**config.mk**
```make
export PLATFORM = sky130hd
export DESIGN_NAME = fp_result_normalizer
export DESIGN_NICKNAME = d
export VERILOG_FILES = /design/src/rtl/fp_result_normalizer.sv
export SDC_FILE = /design/constraint.sdc
export NUM_CORES = 1
export LEC_CHECK = 0
export CAP_MARGIN = 15
export CORE_MARGIN = 1.5
export CORE_UTILIZATION = 57
export DETAILED_ROUTE_END_ITERATION = 8
export DONT_BUFFER_PORTS = 1
export PLACE_DENSITY = 0.75
export SYNTH_ARGS = -nofsm -noshare
export SYNTH_HDL_FRONTEND = slang
export SYNTH_SLANG_ARGS = --single-unit
```
**constraint.sdc**
```tcl
create_clock -name clk -period 2.3 [get_ports clk]
set_input_delay 0.23 -clock clk [delete_from_list [all_inputs] [get_ports clk]]
set_output_delay 0.23 -clock clk [all_outputs]
set_load 0.005 [all_outputs]
```
**src/rtl/fp_result_normalizer.sv**
```systemverilog
`default_nettype none
// ============================================================================
// Module   : fp_result_normalizer
// Purpose  : Post-add normalizer for the single-precision FP adder. Takes the
//            raw mantissa sum (carry, hidden, fraction) and the common
//            exponent, and walks it back to 1.f form one step per cycle,
//            handling carry-out, zero, overflow to infinity and underflow
//            (flush to signed zero). Rounding is truncation only.
// Ports    : clk, rst        - clock, asynchronous active-high reset
//            in_valid/ready  - upstream handshake (accept only in IDLE)
//            in_sign/exp/mant- raw sum; in_mant[MANT_W+1] carry,
//                              in_mant[MANT_W] hidden, rest fraction
//            out_valid/ready - downstream handshake (valid only in DONE)
//            out_sign/exp/mant - normalized result, hidden bit dropped
// Revision : 1.0 - initial release
// ============================================================================
module fp_result_normalizer #(
  parameter int EXP_W  = 8,
  parameter int MANT_W = 23
) (
  input  logic              clk,
  input  logic              rst,
  input  logic              in_valid,
  output logic              in_ready,
  input  logic              in_sign,
  input  logic [EXP_W-1:0]  in_exp,
  input  logic [MANT_W+1:0] in_mant,
  output logic              out_valid,
  input  logic              out_ready,
  output logic              out_sign,
  output logic [EXP_W-1:0]  out_exp,
  output logic [MANT_W-1:0] out_mant
);

  typedef enum logic [1:0] {
    IDLE  = 2'd0,
    SHIFT = 2'd1,
    DONE  = 2'd2
  } state_t;

  localparam logic [EXP_W-1:0] C_EXP_ONES = {EXP_W{1'b1}};
  localparam logic [EXP_W-1:0] C_EXP_ONE  = EXP_W'(1);

  state_t              state_q, state_d;
  logic                sign_q, sign_d;
  logic [EXP_W-1:0]    exp_q, exp_d;
  logic [MANT_W+1:0]   mant_q, mant_d;
  logic                osign_q, osign_d;
  logic [EXP_W-1:0]    oexp_q, oexp_d;
  logic [MANT_W-1:0]   omant_q, omant_d;
  logic [EXP_W-1:0]    exp_inc;

  assign exp_inc = exp_q + C_EXP_ONE;

  always_ff @(posedge clk or posedge rst) begin
    if (rst) begin
      state_q <= IDLE;
      sign_q  <= 1'b0;
      exp_q   <= '0;
      mant_q  <= '0;
      osign_q <= 1'b0;
      oexp_q  <= '0;
      omant_q <= '0;
    end else begin
      state_q <= state_d;
      sign_q  <= sign_d;
      exp_q   <= exp_d;
      mant_q  <= mant_d;
      osign_q <= osign_d;
      oexp_q  <= oexp_d;
      omant_q <= omant_d;
    end
  end

  always_comb begin
    state_d = state_q;
    sign_d  = sign_q;
    exp_d   = exp_q;
    mant_d  = mant_q;
    osign_d = osign_q;
    oexp_d  = oexp_q;
    omant_d = omant_q;

    case (state_q)
      IDLE: begin
        if (in_valid) begin
          sign_d  = in_sign;
          exp_d   = in_exp;
          mant_d  = in_mant;
          state_d = SHIFT;
        end
      end

      SHIFT: begin
        // Rules are prioritised: specials first, then zero, carry, normalized,
        // underflow; only the final fall-through keeps iterating.
        osign_d = sign_q;
        if (exp_q == C_EXP_ONES) begin
          oexp_d  = exp_q;
          omant_d = mant_q[MANT_W-1:0];
          state_d = DONE;
        end else if ((mant_q == '0) || (exp_q == '0)) begin
          oexp_d  = '0;
          omant_d = '0;
          state_d = DONE;
        end else if (mant_q[MANT_W+1]) begin
          // Right shift drops the LSB; the old hidden bit becomes fraction MSB.
          oexp_d  = exp_inc;
          omant_d = (exp_inc == C_EXP_ONES) ? '0 : mant_q[MANT_W:1];
          state_d = DONE;
        end else if (mant_q[MANT_W]) begin
          oexp_d  = exp_q;
          omant_d = mant_q[MANT_W-1:0];
          state_d = DONE;
        end else if (exp_q <= C_EXP_ONE) begin
          // Another left shift would need a denormal; flush instead.
          oexp_d  = '0;
          omant_d = '0;
          state_d = DONE;
        end else begin
          mant_d = {mant_q[MANT_W:0], 1'b0};
          exp_d  = exp_q - C_EXP_ONE;
        end
      end

      DONE: begin
        if (out_ready) begin
          state_d = IDLE;
        end
      end

      default: state_d = IDLE;
    endcase
  end

  assign in_ready  = (state_q == IDLE) & ~rst;
  assign out_valid = (state_q == DONE);
  assign out_sign  = osign_q;
  assign out_exp   = oexp_q;
  assign out_mant  = omant_q;

endmodule
`default_nettype wire

```
Word-level counts from Yosys, hierarchy flattened
Index checks and enable logic that the tools add are counted.
{ "word_totals": {"reg_bits": 68, "in_bits": 38, "word_cells": 71} }
{ "classes": {"n_addsub": 2, "n_lt_le_gt_ge": 1, "eq_ne": 12, "muxes": 33, "bitwise": 2, "n_reduce_logical": 12} }
{ "op_table": {"columns": ["operator", "count"], "rows": [
  ["23-bit 2-to-1 mux", 6],
  ["25-bit 2-to-1 mux", 4],
  ["8-bit 2-to-1 mux", 11],
  ["25-bit one-hot mux with 2 select lines", 1],
  ["24-bit 2-to-1 mux", 2],
  ["25-bit zero test", 1],
  ["8-bit equality test, second input constant", 2],
  ["8-bit one-hot mux with 2 select lines", 1],
  ["2-bit 2-to-1 mux", 7],
  ["2-bit != test, second input constant", 6],
  ["8-bit by 1-bit adder with 8-bit output, second input constant", 1],
  ["8-bit by 1-bit <= comparator with 1-bit output, second input constant", 1],
  ["8-bit zero test", 1],
  ["8-bit by 1-bit subtractor with 8-bit output, second input constant", 1],
  ["7-bit AND reduction", 1],
  ["6-bit != test, second input constant", 1],
  ["2-bit one-hot mux with 3 select lines", 1],
  ["5-bit AND reduction", 1],
  ["5-bit nonzero test", 1],
  ["2-bit AND reduction", 2],
  ["4-bit AND reduction", 1],
  ["3-bit AND reduction", 1],
  ["2-bit by 1-bit equality test with 1-bit output, second input constant", 1],
  ["2-bit equality test, second input constant", 1],
  ["other kinds (6)", 6]
]} }

Longest topological paths before layout
Gate-level depths: netlist (run 1).
{ "depth": {"ltp_word": 7, "depth_mapped": 9} }

Least setup slack after synthesis (run 1)
Ideal clock, no wire load.
{ "synth_path": {"path_kind": "register -> register", "startpoint": "register exp_q[0]", "endpoint": "register mant_q[1]", "setup_ps": 125, "t_arrival_ps": 2362, "required_ps": 2175, "setup_slack_ps": -187, "path_stages_with_launch": 10, "n_path_buf": 2, "path_cell_list": "dfrtp_1 -> clkbuf_1 -> inv_1 -> ha_1 -> o311ai_1 -> o21ai_4 -> a21o_4 -> inv_4 -> buf_6 -> mux2_4"} }
{ "synth_between": {"elab_chain_len": 4} }
{ "synth_lines": {"columns": ["element", "line", "source"], "rows": [
  ["start: declaration", "46", "logic [EXP_W-1:0] exp_q, exp_d;"],
  ["start signal: assignment", "67", "exp_q <= exp_d;"],
  ["branches (longest 3 deep; another with 8-bit by 1-bit <= comparator with 1-bit output)", null, null],
  ["7-bit AND reduction (no source line) (*)", null, null],
  ["end signal: assignment", "68", "mant_q <= mant_d;"],
  ["end: declaration", "47", "logic [MANT_W+1:0] mant_q, mant_d;"]
]} }
Every way passes the cells marked *.
A chain may end at the register's enable or synchronous reset.

Worst setup path in the final report (run 1)
{ "layout_path": {"startpoint": "register exp_q[4]", "endpoint": "register mant_q[11]"} }
Same word-level chain as after synthesis.

==> impl_metrics.json, run 1 <==
{
  "wl_met1_um": 4780,
  "overflow": 0,
  "wl_met2_um": 4850,
  "antenna_cells": 0,
  "cp_max_fo": 15,
  "routed_via_density": 6.53,
  "worst_pin_slew_ns": 0.709,
  "path_class": "reg2reg",
  "fillCellCount": 584,
  "die_height_um": 89.2,
  "ys_seq_elements": 68,
  "drive_gt1_frac": 0.213,
  "hpwlAfterDp_um": 7370,
  "synth-edff-count": 0,
  "min_period_ns": 2.21,
  "cts.sinks": 68,
  "cp_slowest_cell": "dfrtp_1",
  "die_area_sq_um": 7950,
  "r2r_cells": 6,
  "wire_per_inst_um": 19.5,
  "clk_latency_ns": 0.35,
  "syn_inst": 446,
  "htree_levels": 3,
  "ys_warn_count": 0,
  "post-route-period-util": 0.962,
  "max_freq_ghz": 0.452,
  "leakagePower_nw": 2.14,
  "drtAntennaViolNets": 0,
  "outcome": "completed",
  "drt_wl_total_um": 10800,
  "setup_viol": 0,
  "clockBufferDepth": 2,
  "cts-root-buf": "clkbuf_8",
  "critPathCaptureType": "register",
  "syn_to_final_growth_pct": 11.7,
  "fp.dieW_um": 89.2,
  "ir_drop_uv": 811,
  "coreArea_sq_um": 7210,
  "initial_utilization": 0.587,
  "fin_setup_tns_ns": 0,
  "wl_met3_um": 968,
  "ys_seq_area_frac": 0.402,
  "hp-class": "in2reg",
  "min_path_cells": 1,
  "io-pin-count": 72,
  "crit_path_cell_trace": "nor4_4 > o211ai_1 > and3_1 > buf_4 > a22o_1 > mux2_2",
  "highest_layer": "met4",
  "grt_max_degree": 69,
  "final_common_cell": "dfrtp_1",
  "power_density_nw_per_um2": 1590,
  "tritoncts": "built",
  "vias": 3626,
  "antenna_found_initial": 0,
  "finalNonFillerCells": 555,
  "drtIter0Drc": 319,
  "port_buffers": 0,
  "routabilityCongestion": 0.861,
  "syn_avg_cell_area_sq_um": 9.49,
  "grt_pass1_vias": 3415,
  "critPathMaxStageDelay_ns": 0.50,
  "grt_use_total": 0.292,
  "dr.pass1.iters": 5,
  "rsz0062_at_grt": "no",
  "finalWorstSetupSlack_ns": 0.0872,
  "final_core_util": 0.656,
  "worstPathRequired_ns": 2.54,
  "core.rowCount": 31,
  "dpl_worst_slack_ns": 0.118,
  "arrival_ns": 2.45,
  "dp_cells": 539,
  "final_net_count": 495,
  "synthArstFlopShare": 1.00,
  "grt_pass1_wl_um": 17700,
  "route.detailed.drc": 0,
  "clk_pin_slew_worst_paths_ns": 0.07,
  "cts_buffers": 9,
  "synth.distinct_cells": 52,
  "cp-start-kind": "register",
  "relSlewSlack": 0.523,
  "maxCapViolCount": 0,
  "slew_viol_final": 0,
  "syn_area_sq_um": 4230,
  "hold_violations": 0,
  "ys.flop_type": "dfrtp_1",
  "layout_common_cells": "dfrtp_1, nand2_1, a21oi_1, buf_4, a22o_1",
  "syn-num-nets": 489,
  "skew_ns": 0.00642
}
## state kept, by name (all words and copies together) (netlist names)
name / flops
exp_q: 8
out_mant: 23
out_sign: 1
mant_q: 25
out_exp: 8
sign_q: 1
state_q: 2
## worst max-delay path: cells and delay by family, from the launching register on
| kind | cells | cell delay, ns |
|---|---|---|
| compound gates | 2 | 0.44 |
| simple gates | 2 | 0.71 |
| flops | 1 | 0.50 |
| buf+inv | 1 | 0.19 |
| mux | 1 | 0.26 |
## path summary, 6_finish.rpt
path / startpoint / to / slack, ns
setup / recovery: exp_q[4] / mant_q[11] / 0.09
hold / removal: out_ready / state_q[1] / 0.003
setup reg to reg: exp_q[4] / mant_q[11] / 0.09
hold reg to reg: sign_q / out_sign / 0.47
max in group asynchronous: rst / out_exp[7] / 1.58
min in group asynchronous: rst / mant_q[24] / 0.41
## cell usage after synthesis, types with 3 or more instances
master | n | area share
nand2_1 | 38 | 0.034
a22oi_1 | 4 | 0.0071
inv_1 | 33 | 0.029
nand3_1 | 6 | 0.0071
o22ai_1 | 3 | 0.0044
nor4_1 | 6 | 0.0089
nand2b_1 | 5 | 0.0074
and3_1 | 9 | 0.013
and4_1 | 3 | 0.0062
a211oi_1 | 4 | 0.0071
buf_1 | 4 | 0.0035
dfrtp_1 | 68 | 0.40
ha_1 | 5 | 0.015
a32oi_1 | 23 | 0.048
nor2_1 | 8 | 0.0071
mux2i_1 | 3 | 0.0071
o211ai_1 | 4 | 0.0071
nor3_1 | 3 | 0.0035
o21ai_0 | 22 | 0.026
clkbuf_1 | 22 | 0.020
mux2_4 | 17 | 0.060
a22o_1 | 33 | 0.068
buf_2 | 15 | 0.018
nand4_1 | 25 | 0.037
mux2_2 | 15 | 0.040
a21oi_1 | 34 | 0.040
## per-layer routing
layer,vias up,track usage
li1,1679,-
met1,1755,0.424
met2,172,0.424
met3,20,0.0693
met4,0,0.108
met5,-,0
## power by group
group | total (mW) | internal (mW) | switching [mW]
combinational | 3.88 | 1.94 | 1.95
clock | 1.09 | 0.635 | 0.460
sequential | 2.57 | 1.81 | 0.756
## per-stage QoR
stage	total power, mW	hold slack (ns)	instance area, sq um
floorplan	5.33	0.338	4240
global placement	6.24	0.215	4490
detailed placement	6.36	0.222	4490
CTS	7.51	0.000000611	4710
global route	8.11	0.0124	4730
finish	7.54	0.00285	4730
## layout make-up
type,count,area [sq um],share of cell area
Clock buffer,11,141,0.0299
Sequential cell,68,1700,0.360
Inverter,34,130,0.0275
Tap cell,99,124,0.0262
Timing Repair Buffer,38,325,0.0688
Clock inverter,4,73.8,0.0156
Multi-Input combinational cell,301,2230,0.472
## logic make-up (layout without fill, tap and decap cells)
group	Yosys count	count (layout)	share of synthesized area
muxes	35	35	0.107
adders and majority gates	5	5	0.0148
and+or+nand+nor	113	113	0.143
buffers and inverters	77	87	0.0768
xor gates and xnor gates	4	4	0.00828
DFF	68	68	0.402
AOI/OAI and AO/OA	144	144	0.248
## what timing repair did
action | CTS | global route
hold buffers | 1 | 0
endpoints found under the setup margin | 0 | 5
setup buffers | 0 | 0
gates resized for setup | 0 | 2
hold endpoints to repair | 68 | 0
(Power assumes the default switching activity.)
==> inputs of run 2 (changes only) <==
- CTS_CLUSTER_SIZE: not set -> 40
- GPL_ROUTABILITY_DRIVEN: not set -> 0
- REMOVE_ABC_BUFFERS: not set -> 1
==> impl_metrics.json, run 2 (same netlist as run 1, synthesis figures left out) <==
{
  "hold_slack_ns": 0.00962,
  "die_height_um": 89.2,
  "htree_levels": 3,
  "relSlewSlack": 0.656,
  "critPathCaptureType": "register",
  "timing.rr.end": "mant_q[22]",
  "r2r_cells": 8,
  "cp_max_fo": 9,
  "cp_slowest_cell": "dfrtp_2",
  "cts_setup_buffers": 0,
  "fillCellCount": 593,
  "clockBufferDepth": 2,
  "core.rowCount": 31,
  "seqCellArea_sq_um": 1700,
  "min_to": "mant_q[0]",
  "cts_buffers": 9,
  "worstPathRequired_ns": 2.54,
  "setup_viol": 0,
  "crit_path_cell_trace": "ha_1 > and3_1 > nand2_1 > a31oi_4 > a21o_4 > inv_4 > buf_12 > mux2_2",
  "leakagePower_nw": 2.15,
  "dp_cells": 539,
  "outcome": "completed",
  "hold_violations": 0,
  "overflow": 0,
  "path_class": "reg2reg",
  "route.detailed.drc": 0,
  "top_register": "mant_q",
  "worstHoldStart": "in_mant[0]",
  "wl_met2_um": 4970,
  "cts.sinks": 68,
  "die_area_sq_um": 7950,
  "hp-class": "in2reg",
  "wire_per_inst_um": 20.3,
  "final_net_count": 496,
  "hpwlAfterDp_um": 7650,
  "layout_common_cells": "dfrtp_1, nand2_1, a21oi_1, a22o_1",
  "r2r_start": "exp_q[0]",
  "largest_reg_flops": 25,
  "ir_drop_uv": 1140,
  "clk_pin_slew_worst_paths_ns": 0.08,
  "critPathMaxStageDelay_ns": 0.46,
  "fp.dieW_um": 89.2,
  "post-route-period-util": 0.961,
  "min_path_cells": 1,
  "initial_utilization": 0.587,
  "drive_gt1_frac": 0.214,
  "clk_latency_ns": 0.35,
  "vias": 3716,
  "wl_met3_um": 1190,
  "power_density_nw_per_um2": 1600,
  "dpl_worst_slack_ns": 0.0545,
  "routed_via_density": 6.67,
  "drt_wl_total_um": 11300,
  "drtAntennaViolNets": 0,
  "tritoncts": "built",
  "finalNonFillerCells": 557,
  "cts-root-buf": "clkbuf_8",
  "worst_pin_slew_ns": 0.516,
  "max_freq_ghz": 0.452,
  "grt_pass1_vias": 3573,
  "grt_max_degree": 32,
  "io-pin-count": 72,
  "cp-start-kind": "register",
  "coreArea_sq_um": 7210,
  "highest_layer": "met4",
  "grt_use_total": 0.304,
  "fin_setup_tns_ns": 0,
  "finalWorstSetupSlack_ns": 0.0899,
  "antenna_cells": 0,
  "min_period_ns": 2.21,
  "grt_pass1_wl_um": 18200,
  "multi_input_area_sq_um": 2220,
  "syn_to_final_growth_pct": 12.0,
  "antenna_found_initial": 0,
  "slew_viol_final": 0,
  "final_core_util": 0.657,
  "port_buffers": 0,
  "rsz0062_at_grt": "no",
  "arrival_ns": 2.45,
  "drtIter0Drc": 290,
  "dr.pass1.iters": 5,
  "reg2reg_setup_slack_ns": 0.09,
  "maxCapViolCount": 0,
  "wl_met1_um": 4830,
  "final_common_cell": "dfrtp_1",
  "skew_ns": 0.00949
}
-- run 2: critical path, delay by kind of cell (launching register included) --
kind                       cells  cell delay, ns
adders and majority gates      1            0.26
DFF                            1            0.46
and+or+nand+nor                2            0.43
AOI/OAI and AO/OA              2            0.33
muxes                          1            0.33
buffers and inverters          2            0.29
-- run 2: power by group --
group	switching (mW)	internal (mW)	leakage, nW	total [mW]
Combinational	1.99	1.98	1.23	3.97
Clock	0.469	0.561	0.0959	1.03
Sequential	0.754	1.81	0.816	2.57
Total	3.21	4.36	2.15	7.57
-- run 2: repair_timing --
item | in CTS | in global routing
hold endpoints to repair | 23 | 0
endpoints found under the setup margin | 4 | 54
gates resized for setup | 1 | 3
hold buffers | 2 | 0
pin swaps | 0 | 1
-- run 2: worst max-delay path by stage --
stage,to,from,slack (ns),depth (start not counted)
final,mant_q[22],exp_q[0],0.09,8
after global routing,out_exp[3],exp_q[0],0.0002,9
after global placement,mant_q[22],exp_q[0],0.10,9
after floorplan,out_exp[0],mant_q[24],-0.46,5
after detailed placement,out_exp[2],exp_q[0],0.05,9
after CTS,out_exp[3],exp_q[0],0.06,9
-- run 2: layout make-up --
cell class | instances | share of cell area
clock buffer | 13 | 0.0335
clock inverter | 3 | 0.00950
inverter | 34 | 0.0274
multi-input combinational | 301 | 0.467
sequential | 68 | 0.359
tap | 99 | 0.0261
timing repair buffer | 39 | 0.0768
-- run 2: per-layer routing --
metal  track usage  up-vias
met1         0.422     1777
met3        0.0914       34
li1              -     1678
met5             0        -
met4         0.140        0
met2         0.435      227
-- run 2: per-stage QoR --
step	total power, mW	cell area (sq um)
after global placement	6.32	4510
after CTS	7.52	4730
after detailed placement	6.44	4510
after floorplan	5.12	4040
final	7.57	4740
after global routing	8.09	4740
